==> src/rtl/vcache_req_arbiter.sv <==
// vcache_req_arbiter
//
// Shares one vcache packet port between num_req_p requesters. Requests are
// granted round-robin. The requester ID of every accepted packet goes into a
// small ID FIFO. The vcache returns responses in request order, so the FIFO
// head always names the requester that owns the current response.
//
// Parameters:
//   num_req_p    number of requesters (>= 2)
//   pkt_width_p  packed vcache packet width; set it to the vcache packet width
//   data_width_p response data width
//   els_p        maximum outstanding requests, i.e. ID FIFO depth (>= 2)
//
// Ports:
//   clk_i, reset_n_i         clock and synchronous active-low reset
//   v_i, pkt_i, ready_o      per-requester request side (packet k in slice k)
//   cache_v_o, cache_pkt_o,
//   cache_ready_i            granted request toward the vcache
//   cache_v_i, cache_data_i,
//   cache_yumi_o             response from the vcache
//   resp_v_o, resp_data_o,
//   resp_yumi_i              per-requester response (data is broadcast)
//   outstanding_o            ID FIFO occupancy
//
// Optional build macro VCACHE_REQ_ARBITER_ASSERT_EN adds simulation-only
// protocol checks and per-requester grant counters. It adds no synthesized
// logic.

module vcache_req_arbiter #(
    parameter int num_req_p    = 4,
    parameter int pkt_width_p  = 32,
    parameter int data_width_p = 32,
    parameter int els_p        = 4
) (
    input  logic                               clk_i,
    input  logic                               reset_n_i,
    input  logic [num_req_p-1:0]               v_i,
    input  logic [num_req_p*pkt_width_p-1:0]   pkt_i,
    output logic [num_req_p-1:0]               ready_o,
    output logic                               cache_v_o,
    output logic [pkt_width_p-1:0]             cache_pkt_o,
    input  logic                               cache_ready_i,
    input  logic                               cache_v_i,
    input  logic [data_width_p-1:0]            cache_data_i,
    output logic                               cache_yumi_o,
    output logic [num_req_p-1:0]               resp_v_o,
    output logic [data_width_p-1:0]            resp_data_o,
    input  logic [num_req_p-1:0]               resp_yumi_i,
    output logic [$clog2(els_p+1)-1:0]         outstanding_o
);

    localparam int lg_lp    = $clog2(num_req_p);
    localparam int ptr_w_lp = $clog2(els_p);
    localparam int cnt_w_lp = $clog2(els_p+1);

    logic [pkt_width_p-1:0] pkt_arr [num_req_p];

    logic [lg_lp-1:0]    rr_reg, rr_next;
    logic [lg_lp-1:0]    grant_id;
    logic [lg_lp:0]      idx_sum;
    logic                any_v;

    logic [lg_lp-1:0]    id_mem [els_p];
    logic [ptr_w_lp-1:0] wr_ptr_reg, wr_ptr_next;
    logic [ptr_w_lp-1:0] rd_ptr_reg, rd_ptr_next;
    logic [cnt_w_lp-1:0] count_reg, count_next;
    logic [lg_lp-1:0]    head_id;

    logic full, empty, push, pop, ready_common, resp_common;

    genvar gi;
    generate
        for (gi = 0; gi < num_req_p; gi++) begin : g_req
            assign pkt_arr[gi]  = pkt_i[gi*pkt_width_p +: pkt_width_p];
            assign ready_o[gi]  = ready_common & (grant_id == lg_lp'(gi));
            assign resp_v_o[gi] = resp_common & (head_id == lg_lp'(gi));
        end
    endgenerate

    // Round-robin search. The loop walks from lowest to highest priority, so
    // the highest-priority valid requester is the last one written.
    always_comb begin
        grant_id = '0;
        idx_sum  = '0;
        for (int i = num_req_p - 1; i >= 0; i--) begin
            idx_sum = {1'b0, rr_reg} + (lg_lp+1)'(i);
            if (idx_sum >= (lg_lp+1)'(num_req_p)) begin
                idx_sum = idx_sum - (lg_lp+1)'(num_req_p);
            end
            if (v_i[idx_sum[lg_lp-1:0]]) begin
                grant_id = idx_sum[lg_lp-1:0];
            end
        end
    end

    assign any_v   = |v_i;
    assign full    = (count_reg == cnt_w_lp'(els_p));
    assign empty   = (count_reg == '0);
    assign head_id = id_mem[rd_ptr_reg];

    // Every handshake output is gated by reset so it is quiet while reset is held.
    assign ready_common  = reset_n_i & cache_ready_i & ~full;
    assign cache_v_o     = reset_n_i & any_v & ~full;
    assign cache_pkt_o   = pkt_arr[grant_id];
    assign push          = cache_v_o & cache_ready_i;

    assign resp_common   = reset_n_i & cache_v_i & ~empty;
    assign cache_yumi_o  = resp_common & resp_yumi_i[head_id];
    assign pop           = cache_yumi_o;
    assign resp_data_o   = cache_data_i;
    assign outstanding_o = reset_n_i ? count_reg : '0;

    always_comb begin
        rr_next     = rr_reg;
        wr_ptr_next = wr_ptr_reg;
        rd_ptr_next = rd_ptr_reg;
        count_next  = count_reg;
        if (push) begin
            rr_next     = (grant_id == lg_lp'(num_req_p - 1)) ? '0 : grant_id + 1'b1;
            wr_ptr_next = (wr_ptr_reg == ptr_w_lp'(els_p - 1)) ? '0 : wr_ptr_reg + 1'b1;
        end
        if (pop) begin
            rd_ptr_next = (rd_ptr_reg == ptr_w_lp'(els_p - 1)) ? '0 : rd_ptr_reg + 1'b1;
        end
        // A push never happens when full and a pop never when empty, so no guards are needed.
        if (push && !pop) begin
            count_next = count_reg + 1'b1;
        end else if (pop && !push) begin
            count_next = count_reg - 1'b1;
        end
    end

    always_ff @(posedge clk_i) begin
        if (!reset_n_i) begin
            rr_reg     <= '0;
            wr_ptr_reg <= '0;
            rd_ptr_reg <= '0;
            count_reg  <= '0;
        end else begin
            rr_reg     <= rr_next;
            wr_ptr_reg <= wr_ptr_next;
            rd_ptr_reg <= rd_ptr_next;
            count_reg  <= count_next;
        end
    end

    // ID storage needs no reset: the pointers and the count define which entries are live.
    always_ff @(posedge clk_i) begin
        if (push) begin
            id_mem[wr_ptr_reg] <= grant_id;
        end
    end

`ifdef VCACHE_REQ_ARBITER_ASSERT_EN
    logic [num_req_p-1:0]   pending_q;
    logic [pkt_width_p-1:0] pkt_q [num_req_p];
    int unsigned            grant_cnt [num_req_p];

    always @(posedge clk_i) begin
        if (!reset_n_i) begin
            pending_q <= '0;
            for (int k = 0; k < num_req_p; k++) begin
                grant_cnt[k] <= 0;
            end
        end else begin
            if (cache_v_i && empty) begin
                $error("%m @%0t: vcache response with empty ID FIFO", $time);
            end
            if (push && full) begin
                $error("%m @%0t: push into full ID FIFO", $time);
            end
            for (int k = 0; k < num_req_p; k++) begin
                if (resp_yumi_i[k] && !resp_v_o[k]) begin
                    $error("%m @%0t: resp_yumi_i[%0d] without resp_v_o", $time, k);
                end
                if (pending_q[k] && (!v_i[k] || pkt_arr[k] != pkt_q[k])) begin
                    $error("%m @%0t: requester %0d changed before accept", $time, k);
                end
                pending_q[k] <= v_i[k] & ~ready_o[k];
                pkt_q[k]     <= pkt_arr[k];
                if (v_i[k] && ready_o[k]) begin
                    grant_cnt[k] <= grant_cnt[k] + 1;
                end
            end
        end
    end

    always @(negedge reset_n_i) begin
        for (int k = 0; k < num_req_p; k++) begin
            $display("%m: requester %0d grants=%0d", k, grant_cnt[k]);
        end
    end
`endif

endmodule

==> config.mk <==
export PLATFORM = sky130hd
export DESIGN_NAME = vcache_req_arbiter
export DESIGN_NICKNAME = d
export VERILOG_FILES = /design/src/rtl/vcache_req_arbiter.sv
export SDC_FILE = /design/constraint.sdc
export NUM_CORES = 1
export LEC_CHECK = 0
export BUFFER_PORTS_ARGS = -buffer_cell sky130_fd_sc_hd__buf_2
export CORE_AREA = 2 2 97 99
export CTS_CLUSTER_SIZE = 14
export DETAILED_ROUTE_END_ITERATION = 10
export DIE_AREA = 0 0 99 101
export PLACE_DENSITY_LB_ADDON = 0.05
export SLEW_MARGIN = 20
export SYNTH_ARGS = -nofsm -noshare
export SYNTH_HDL_FRONTEND = slang
export SYNTH_SLANG_ARGS = --single-unit
==> constraint.sdc <==
create_clock -name clk_i -period 6.3 [get_ports clk_i]
set_input_delay 0.63 -clock clk_i [delete_from_list [all_inputs] [get_ports clk_i]]
set_output_delay 0.63 -clock clk_i [all_outputs]
set_load 0.01 [all_outputs]
# [After elaboration in Yosys (flattened, before gate mapping)]
# Memories as Yosys holds them, arrays and structs flattened. A register that Yosys moved wholly into a read port is not among the register bits.
# Index checks and enable logic that the tools add are counted.
[op_classes] n_addsub=12 muxes=31 reduce_logical=9 n_eq_ne=9 bitwise=19 order_cmp=10
[op_table] cell="$bmux W32 S2" count=1
[op_table] cell="$mux W32" count=2
[op_table] cell="$mux W2" count=13
[op_table] cell="$and A1 B1 Y1" count=16
[op_table] cell="$lt A2 B3 Y1 const B" count=5
[op_table] cell="$eq A2 B2 Y1 const B" count=6
[op_table] cell="$ge A3 B3 Y1 const B" count=4
[op_table] cell="$bmux W1 S2" count=5
[op_table] cell="$mux W3" count=3
[op_table] cell="$sub A2 B1 Y2 const B" count=4
[op_table] cell="$mux W1" count=7
[op_table] cell="$add A2 B1 Y2 const B" count=3
[op_table] cell="$add A2 B2 Y3 const B" count=2
[op_table] cell="$eq A2 B1 Y1 const B" count=2
[op_table] cell="$logic_not A2 Y1" count=2
[op_table] cell="$reduce_or A4 Y1" count=1
[op_table] cell="$add A2 B1 Y3 const B" count=1
[op_table] cell="$add A3 B1 Y3 const B" count=1
[op_table] cell="$eq A3 B3 Y1 const B" count=1
[op_table] cell="$ge A2 B3 Y1 const B" count=1
[op_table] cell="$logic_not A3 Y1" count=1
[op_table] cell="$not A2 Y3" count=1
[op_table] cell="$sub A3 B1 Y3 const B" count=1
[op_table] cell="$logic_and A1 B1 Y1" count=2
[op_table] cell="3 further kinds" count=5
[totals] ramBits=8 inputBits=172 elab_cells=95 n_memories=1 register_bits=9
[mem_list] memory="id_mem" words=4 word_bits=2 read_ports=1 rd_clocked_by_memory_dff=1 write_ports=1 line="63" source="logic [lg_lp-1:0] id_mem [els_p];"

# [Logic depth before layout (Yosys ltp)]
# Gate-level depths: netlist of run 1.
[depth] depth_word=13 depth_mapped=10 depth_no_buf=10

# [Worst setup path before layout of run 1]
# Ideal clock, no wire load.
[synth_timing] kind="flip-flop to flip-flop" start="register (tool-made name)" end="register count_reg[2]" arrival_time_ns=2.562 path_stages_with_launch=11 synth_period_minus_slack_ns=2.637 setup_slack_ns=3.663 required_ns=6.224 setup_time_ns=0.076 cell_sequence="dfxtp_1 -> mux4_2 -> mux2i_2 -> o22ai_4 -> inv_2 -> ha_1 -> inv_1 -> fa_1 -> xor2_1 -> or3_1 -> a21boi_0"
[synth_rtl] element="to (signal assigned)" line="143" source="count_reg <= count_next;"
[synth_rtl] element="to (decl)" line="66" source="logic [cnt_w_lp-1:0] count_reg, count_next;"

# [Final worst setup path of run 1]
[layout_timing] start="input port v_i[0]" end="output port ready_o[2]"
[layout_between] elab_chain_cells=8 word_cells_on_any_way=14 cone_classes="1 x eq/ne; 12 x mux; 1 x bitwise"
[layout_lines] element="from (decl)" line="37" source="input logic [num_req_p-1:0] v_i,"
[layout_lines] element="$bmux W1 S2" line="90" source="if (v_i[idx_sum[lg_lp-1:0]]) begin"
[layout_lines] element="$mux W1 (not written as such)" line="90"
[layout_lines] element="$mux W2 (3 in a row)" line="90"
[layout_lines] element="$mux W2 (*)" line="90"
[layout_lines] element="via grant_id[1]" line="59" source="logic [lg_lp-1:0] grant_id;"
[layout_lines] element="$eq A2 B2 Y1 (*)" line="75" source="assign ready_o[gi] = ready_common & (grant_id == lg_lp'(gi));"
[layout_lines] element="$and A1 B1 Y1 (*)" line="75"
[layout_lines] element="to (decl)" line="39" source="output logic [num_req_p-1:0] ready_o,"
# Mark *: on every way through the listed nets, which the timed path passes. The rest lies on a longest branch. The select of a mux whose other input is x is not followed.

==> results of run 1 <==
==> cell type report <==
type,instances,area (µm²)
Inverter,15,56.30
Multi-Input combinational cell,167,1579
Clock buffer,4,45.04
Fill cell,937,5754
Tap cell,111,138.9
Sequential cell,19,460.4
Timing Repair Buffer,187,943.4
==> where the power goes <==
group | leakage (µW) | internal (µW) | switching (µW)
combinational | 0.00172 | 155 | 149
clock | 0.0000228 | 44.8 | 37.6
sequential | 0.000163 | 141 | 13.4
total | 0.00190 | 340 | 200
==> per-stage QoR <==
stage / setup slack, ps / hold slack, ps / cell area [µm²] / total power [µW]
2_1_floorplan: 3663 / 462.6 / 2385 / 369.0
4_1_cts: 2783 / 513.0 / 3223 / 552.8
6_report: 2863 / 505.3 / 3223 / 540.1
3_3_place_gp: 2881 / 504.6 / 3178 / 466.3
5_1_grt: 2648 / 535.0 / 3223 / 585.4
3_5_place_dp: 2822 / 492.1 / 3178 / 466.4
==> metal layers <==
layer / vias to the layer above / share of wire, % / global-route usage, %
met2: 108 / 54 / 22.92
li1: 1126 / - / -
met4: 0 / 2.6 / 4.636
met5: - / 0 / 0
met1: 976 / 36 / 14.59
met3: 24 / 7.5 / 2.913
==> how the worst max path moves through the flow <==
| stage | from | endpoint | slack [ps] |
|---|---|---|---|
| after floorplan | register | count_reg[2] | 3660 |
| after global placement | v_i[0] | ready_o[3] | 2880 |
| after detailed placement | v_i[0] | ready_o[3] | 2820 |
| after CTS | v_i[0] | ready_o[2] | 2780 |
| after global routing | v_i[0] | ready_o[2] | 2650 |
| final | v_i[0] | ready_o[2] | 2860 |
==> layout by cell type (no fill, tap or decap), types with 2 or more instances in the layout <==
cell / netlist / routed
mux2i_1: 100 / 100
edfxtp_1: 8 / 8
dfxtp_1: 11 / 11
nand2b_1: 2 / 2
mux4_2: 2 / 2
buf_2: 7 / 184
clkbuf_8: 0 / 3
nor2b_1: 4 / 4
o21ai_0: 2 / 2
and2_1: 8 / 8
buf_4: 37 / 3
a21oi_1: 3 / 3
mux2i_2: 2 / 2
ha_1: 10 / 10
nor2_1: 11 / 11
nand2_1: 3 / 3
inv_1: 14 / 14
==> worst register-to-register path: cells and delay by family, from the launching register on <==
family,cells,cell delay [ps]
buf+inv,2,140
xor+xnor,1,180
compound gates,3,920
simple gates,2,570
flops,1,390
fa+ha+maj,2,550
==> cell families after synthesis <==
logic type                 Yosys count  share of synthesized area, %
muxes                              104                         45.02
buffers and inverters               59                         15.48
and+or+nand+nor                     34                         7.661
DFF                                 19                         19.31
xor gates and xnor gates             2                        0.7347
adders and majority gates           11                         6.086
AOI/OAI and AO/OA                   16                         5.720
==> results.txt, run 1 <==
Max Fanout on Critical Path -> 67
Proportion of synthesized chip area in sequential cells -> 19.31%
Setup crit start kind -> primary input
Final WL -> 7038 µm
Initial antenna violation count -> 0
Worst Hold Class -> register to register
Worst R2R End -> count_reg[2]
Synth cell types -> 37
Core footprint -> 8977 µm²
Max-slew headroom -> 28.64%
FP Rows -> 35
Crit-path max cell delay -> 810 ps
Clk slew on worst S/H paths -> 70 ps
Drt pass-1 iters -> 3
H-tree levels -> 1
Vias per cell -> 4.441
TritonCTS clock tree -> yes
Vias in the first global route -> 2,194
Slowest-stage cell, CP -> buf_4
Cell count after placement -> 499
Gpl congestion -> 0.7163
DP HPWL -> 5960 µm
Fin util -> 35.90%
Num CTS Buffers -> 3
Cell taking the most area after synthesis -> mux2i_1
Mean Syn Cell Area -> 9.734 µm²
Dominant synthesized flop cell -> dfxtp_1
Final slew viol count -> 0
Outcome -> completed
Port Buf Inserts -> 184
Number of synthesized flops with an enable pin -> 8
Synth area leaders -> mux2i_1 (42%), buf_4 (12%), edfxtp_1 (10%)
First-pass GRT wire length -> 10,220 µm
Final Hold Viols -> 0
Post CTS Setup Buffer Count -> 0
P&R area growth vs syn -> 35.15%
Hold path cells -> 1
Die width -> 99 µm
Per-cell routed wire length -> 13.99 µm
F_max -> 291.0 MHz
Critical Path Stages -> 10
Worst-margin pin slew -> 1070 ps
Tot GR Track Use -> 12.69%
Crit path time final -> 3437 ps
Buf+Inv Stages, Crit Path -> 5
Layout cells sized above 1 -> 51.53%
Cell Pwr Density -> 167.6 nW/µm²
RR Startpoint -> count_reg[0]
Setup_tns -> 0 ps
Count leader, synth -> mux2i_1
Clock network latency to the later pin of the worst-skew pair -> 250 ps
Clk buf depth -> 2
Largest net degree at the start of global routing -> 68
Final worst path period share -> 54.55%
Cell Chain, Critical Path -> buf_2, nand2b_1, a21oi_1, o21bai_4, buf_4, inv_1, ha_1, inv_1, nor2_1, buf_2
Die Span Y -> 101 µm
Unrepaired setup endpoints after global routing -> false
WP data arrival -> 2810 ps
Final antenna-violating net count -> 0
YS warnings -> 0
Critical Path Sink Type -> primary output
DRC -> 0
Initial cell density of the core -> 26.56%
Hold buffer count at cts -> 0
Total Die Area -> 9999 µm²
Post-synthesis cell count -> 245
VDD IR max -> 0.06843 mV
GRT overflow -> 0
Non-filler cells, final -> 503
WS Path Type -> primary input to primary output
Setup Skew -> 2.065 ps
CTS Root Cell -> clkbuf_8
Layout net count -> 576
Max-Cap Viols -> 0
Mapped Nets -> 428
Post-Syn Area -> 2385 µm²
Top-area cell type share of the netlist area -> 41.97%
Top-level I/O count -> 249
ANT cells -> 0
Lkg Pwr -> 0.001904 µW
Asr flop ratio synth -> 0%
Final setup vio count -> 0
CP Data Required Time -> 5670 ps
Vias -> 2,234
Flop-to-flop setup slack -> 3480 ps
HP Start -> rd_ptr_reg[0]
Post-CTS sizing -> 0
Clock sink total -> 19
Cell family with most CP delay -> buffers and inverters
R2R depth -> 10
Commonest cells post-synth -> mux2i_1 (100), buf_4 (37), inv_1 (14)
Initial DRC Count -> 26
Register bit total from synthesis -> 19
Power figures use the tool's default switching activity.
==> run 2: changes to the inputs <==
--- a/config.mk
+++ b/config.mk
@@ -6,10 +6,10 @@
 export NUM_CORES = 1
 export LEC_CHECK = 0
 export BUFFER_PORTS_ARGS = -buffer_cell sky130_fd_sc_hd__buf_2
-export CORE_AREA = 2 2 97 99
+export CORE_AREA = 2 2 96 98
 export CTS_CLUSTER_SIZE = 14
 export DETAILED_ROUTE_END_ITERATION = 10
-export DIE_AREA = 0 0 99 101
+export DIE_AREA = 0 0 98 100
 export PLACE_DENSITY_LB_ADDON = 0.05
 export SLEW_MARGIN = 20
 export SYNTH_ARGS = -nofsm -noshare
==> constraint.sdc (replaced) <==
create_clock -name clk_i -period 2.85 [get_ports clk_i]
set_input_delay 0.285 -clock clk_i [delete_from_list [all_inputs] [get_ports clk_i]]
set_output_delay 0.285 -clock clk_i [all_outputs]
set_load 0.01 [all_outputs]
==> run 2 against run 1 <==
Clock skew up 4.2 ps; sequential share of layout area decreased by 0.22 points; via count shrank 0.63%; register-to-register slack got worse by 3300 ps; worst hold slack worse by 120 ps; sequential power grew 110%; setup slack got worse by 2700 ps; critical endpoint is now count_reg[2].
==> results.txt, run 2 (synthesis gave the netlist of run 1 again) <==
Max-Cap Viols -> 0 (unchanged)
Largest net degree at the start of global routing -> 43 (-37%)
Flop-to-flop setup slack -> 200 ps (-3280 ps)
Tot GR Track Use -> 12.36% (-0.33 points)
Final setup vio count -> 0 (unchanged)
Layout net count -> 580 (+0.69%)
Core footprint -> 8890 µm² (-0.98%)
Initial DRC Count -> 68 (+160%)
Cell Pwr Density -> 367.2 nW/µm² (+120%)
DRC -> 0 (unchanged)
CP Data Required Time -> 3040 ps (-2630 ps)
Max-slew headroom -> 63.56% (+35 points)
Layout cells sized above 1 -> 52.78% (+1.2 points)
Final slew viol count -> 0 (unchanged)
Cell Chain, Critical Path -> mux4_2, mux2i_2, o22ai_4, inv_2, ha_2, inv_1, fa_1, xor2_1, or3_1, a21boi_1
Initial cell density of the core -> 26.83% (+0.26 points)
Final Hold Viols -> 0 (unchanged)
Initial antenna violation count -> 0 (unchanged)
Die Span Y -> 100 µm (-0.99%)
R2R depth -> 10 (unchanged)
Max Fanout on Critical Path -> 5 (-93%)
HP Start -> reset_n_i
Top-level I/O count -> 249 (unchanged)
Lkg Pwr -> 0.001936 µW (+1.7%)
Hold path cells -> 2 (+1)
Clock sink total -> 19 (unchanged)
VDD IR max -> 0.1555 mV (+130%)
Commonest non-fill, non-tap cell in the layout -> buf_2
WS Path Type -> register to register
Vias in the first global route -> 2,207 (+0.59%)
Clk slew on worst S/H paths -> 70 ps (about the same)
P&R area growth vs syn -> 37.67%
Clock network latency to the later pin of the worst-skew pair -> 250 ps (about the same)
Clk buf depth -> 2 (unchanged)
Cell family with most CP delay -> multiplexers
Gpl congestion -> 0.7071 (-1.3%)
Worst R2R End -> count_reg[2]
Fin util -> 36.93% (+1.0 points)
FP Rows -> 35 (unchanged)
Vias -> 2,220 (-0.63%)
F_max -> 377.3 MHz
DP HPWL -> 5443 µm (-8.7%)
Final WL -> 6350 µm (-9.8%)
Unrepaired setup endpoints after global routing -> false
ANT cells -> 0 (unchanged)
Hold buffer count at cts -> 0 (unchanged)
Setup Skew -> 6.286 ps (+4.221 ps)
Final antenna-violating net count -> 0 (unchanged)
Setup_tns -> 0 ps (unchanged)
Port Buf Inserts -> 184 (unchanged)
First-pass GRT wire length -> 10,100 µm (-1.1%)
Outcome -> completed
Per-cell routed wire length -> 12.52 µm (-10%)
Worst Hold Class -> primary input to register
Total Die Area -> 9800 µm² (-2.0%)
TritonCTS clock tree -> yes
Buf+Inv Stages, Crit Path -> 2 (-3)
WP data arrival -> 2840 ps (+30 ps)
GRT overflow -> 0 (unchanged)
Num CTS Buffers -> 3 (unchanged)
Most frequent cells in the layout -> buf_2 (184), mux2i_1 (100), inv_1 (14)
Vias per cell -> 4.379 (-1.4%)
Die width -> 98 µm (-1.0%)
Setup crit start kind -> register
Critical Path Sink Type -> register
Tot Pwr -> 1205 µW (+120%)
Crit path time final -> 2651 ps
H-tree levels -> 1 (unchanged)
Slowest-stage cell, CP -> mux4_2
CTS Root Cell -> clkbuf_8
Crit-path max cell delay -> 580 ps (-230 ps)
Worst-margin pin slew -> 541.6 ps (-528.8 ps)
Hold endpoint -> rr_reg[0]
Drt pass-1 iters -> 4 (+1)
Final worst path period share -> 93.01%
-- run 2: cell count changes in the layout (fill, tap and decap cells not counted), sizes merged --
| cell | previous run | this run |
|---|---|---|
| buf | 187 | 191 |
| clkbuf | 4 | 3 |
| clkinv | 0 | 1 |
-- run 2: repair_timing --
action | CTS | global route
setup buffers | 0 | 0
gates resized for setup | 0 | 3
endpoints found under the setup margin | 0 | 1
-- run 2: where the power goes --
| group | switching, µW | total [µW] | internal [µW] |
|---|---|---|---|
| sequential | 18.0 | 329 | 311 |
| combinational | 336 | 694 | 358 |
| clock | 84.9 | 182 | 96.9 |
-- run 2: worst register-to-register path: cells and delay by family (launching register included) --
kind,cells,cell delay (ps)
mux,2,830
fa+ha+maj,2,550
flops,1,350
simple gates,1,310
compound gates,2,250
xor+xnor,1,180
buf+inv,2,130
-- run 2: area by class of cell --
type | instances | area (µm²)
Clock buffer | 3 | 41.29
Clock inverter | 1 | 5.005
Fill cell | 928 | 5607
Inverter | 15 | 56.30
Multi-Input combinational cell | 167 | 1582
Sequential cell | 19 | 461.7
Tap cell | 111 | 138.9
Timing Repair Buffer | 191 | 998.5
-- run 2: worst max path at each step --
stage                        start      endpoint  slack, ps  depth (start not counted)
after floorplan           register  count_reg[2]        210                         10
after global placement    register  count_reg[2]        150                         10
after detailed placement  register  count_reg[2]        100                         10
after CTS                 register  count_reg[2]         70                         10
after global routing      register  count_reg[2]         10                         10
final                     register  count_reg[2]        200                         10
-- run 2: per-stage QoR --
stage | area, µm² | setup WS, ps | std cells | hold WS [ps]
final | 3283 | 199.3 | 507 | 382.3
after global routing | 3283 | 11.77 | 507 | 404.4
after CTS | 3279 | 70.43 | 507 | 389.2
after detailed placement | 3233 | 100.4 | 503 | 497.5
after global placement | 3233 | 145.4 | 503 | 515.1
after floorplan | 2385 | 212.8 | 245 | 413.2
-- run 2: layer usage --
layer	GRT usage, %	share of wire, %
met2	23.45	52
met1	13.33	37
met5	0	0
met4	2.564	0.49
met3	4.178	9.7
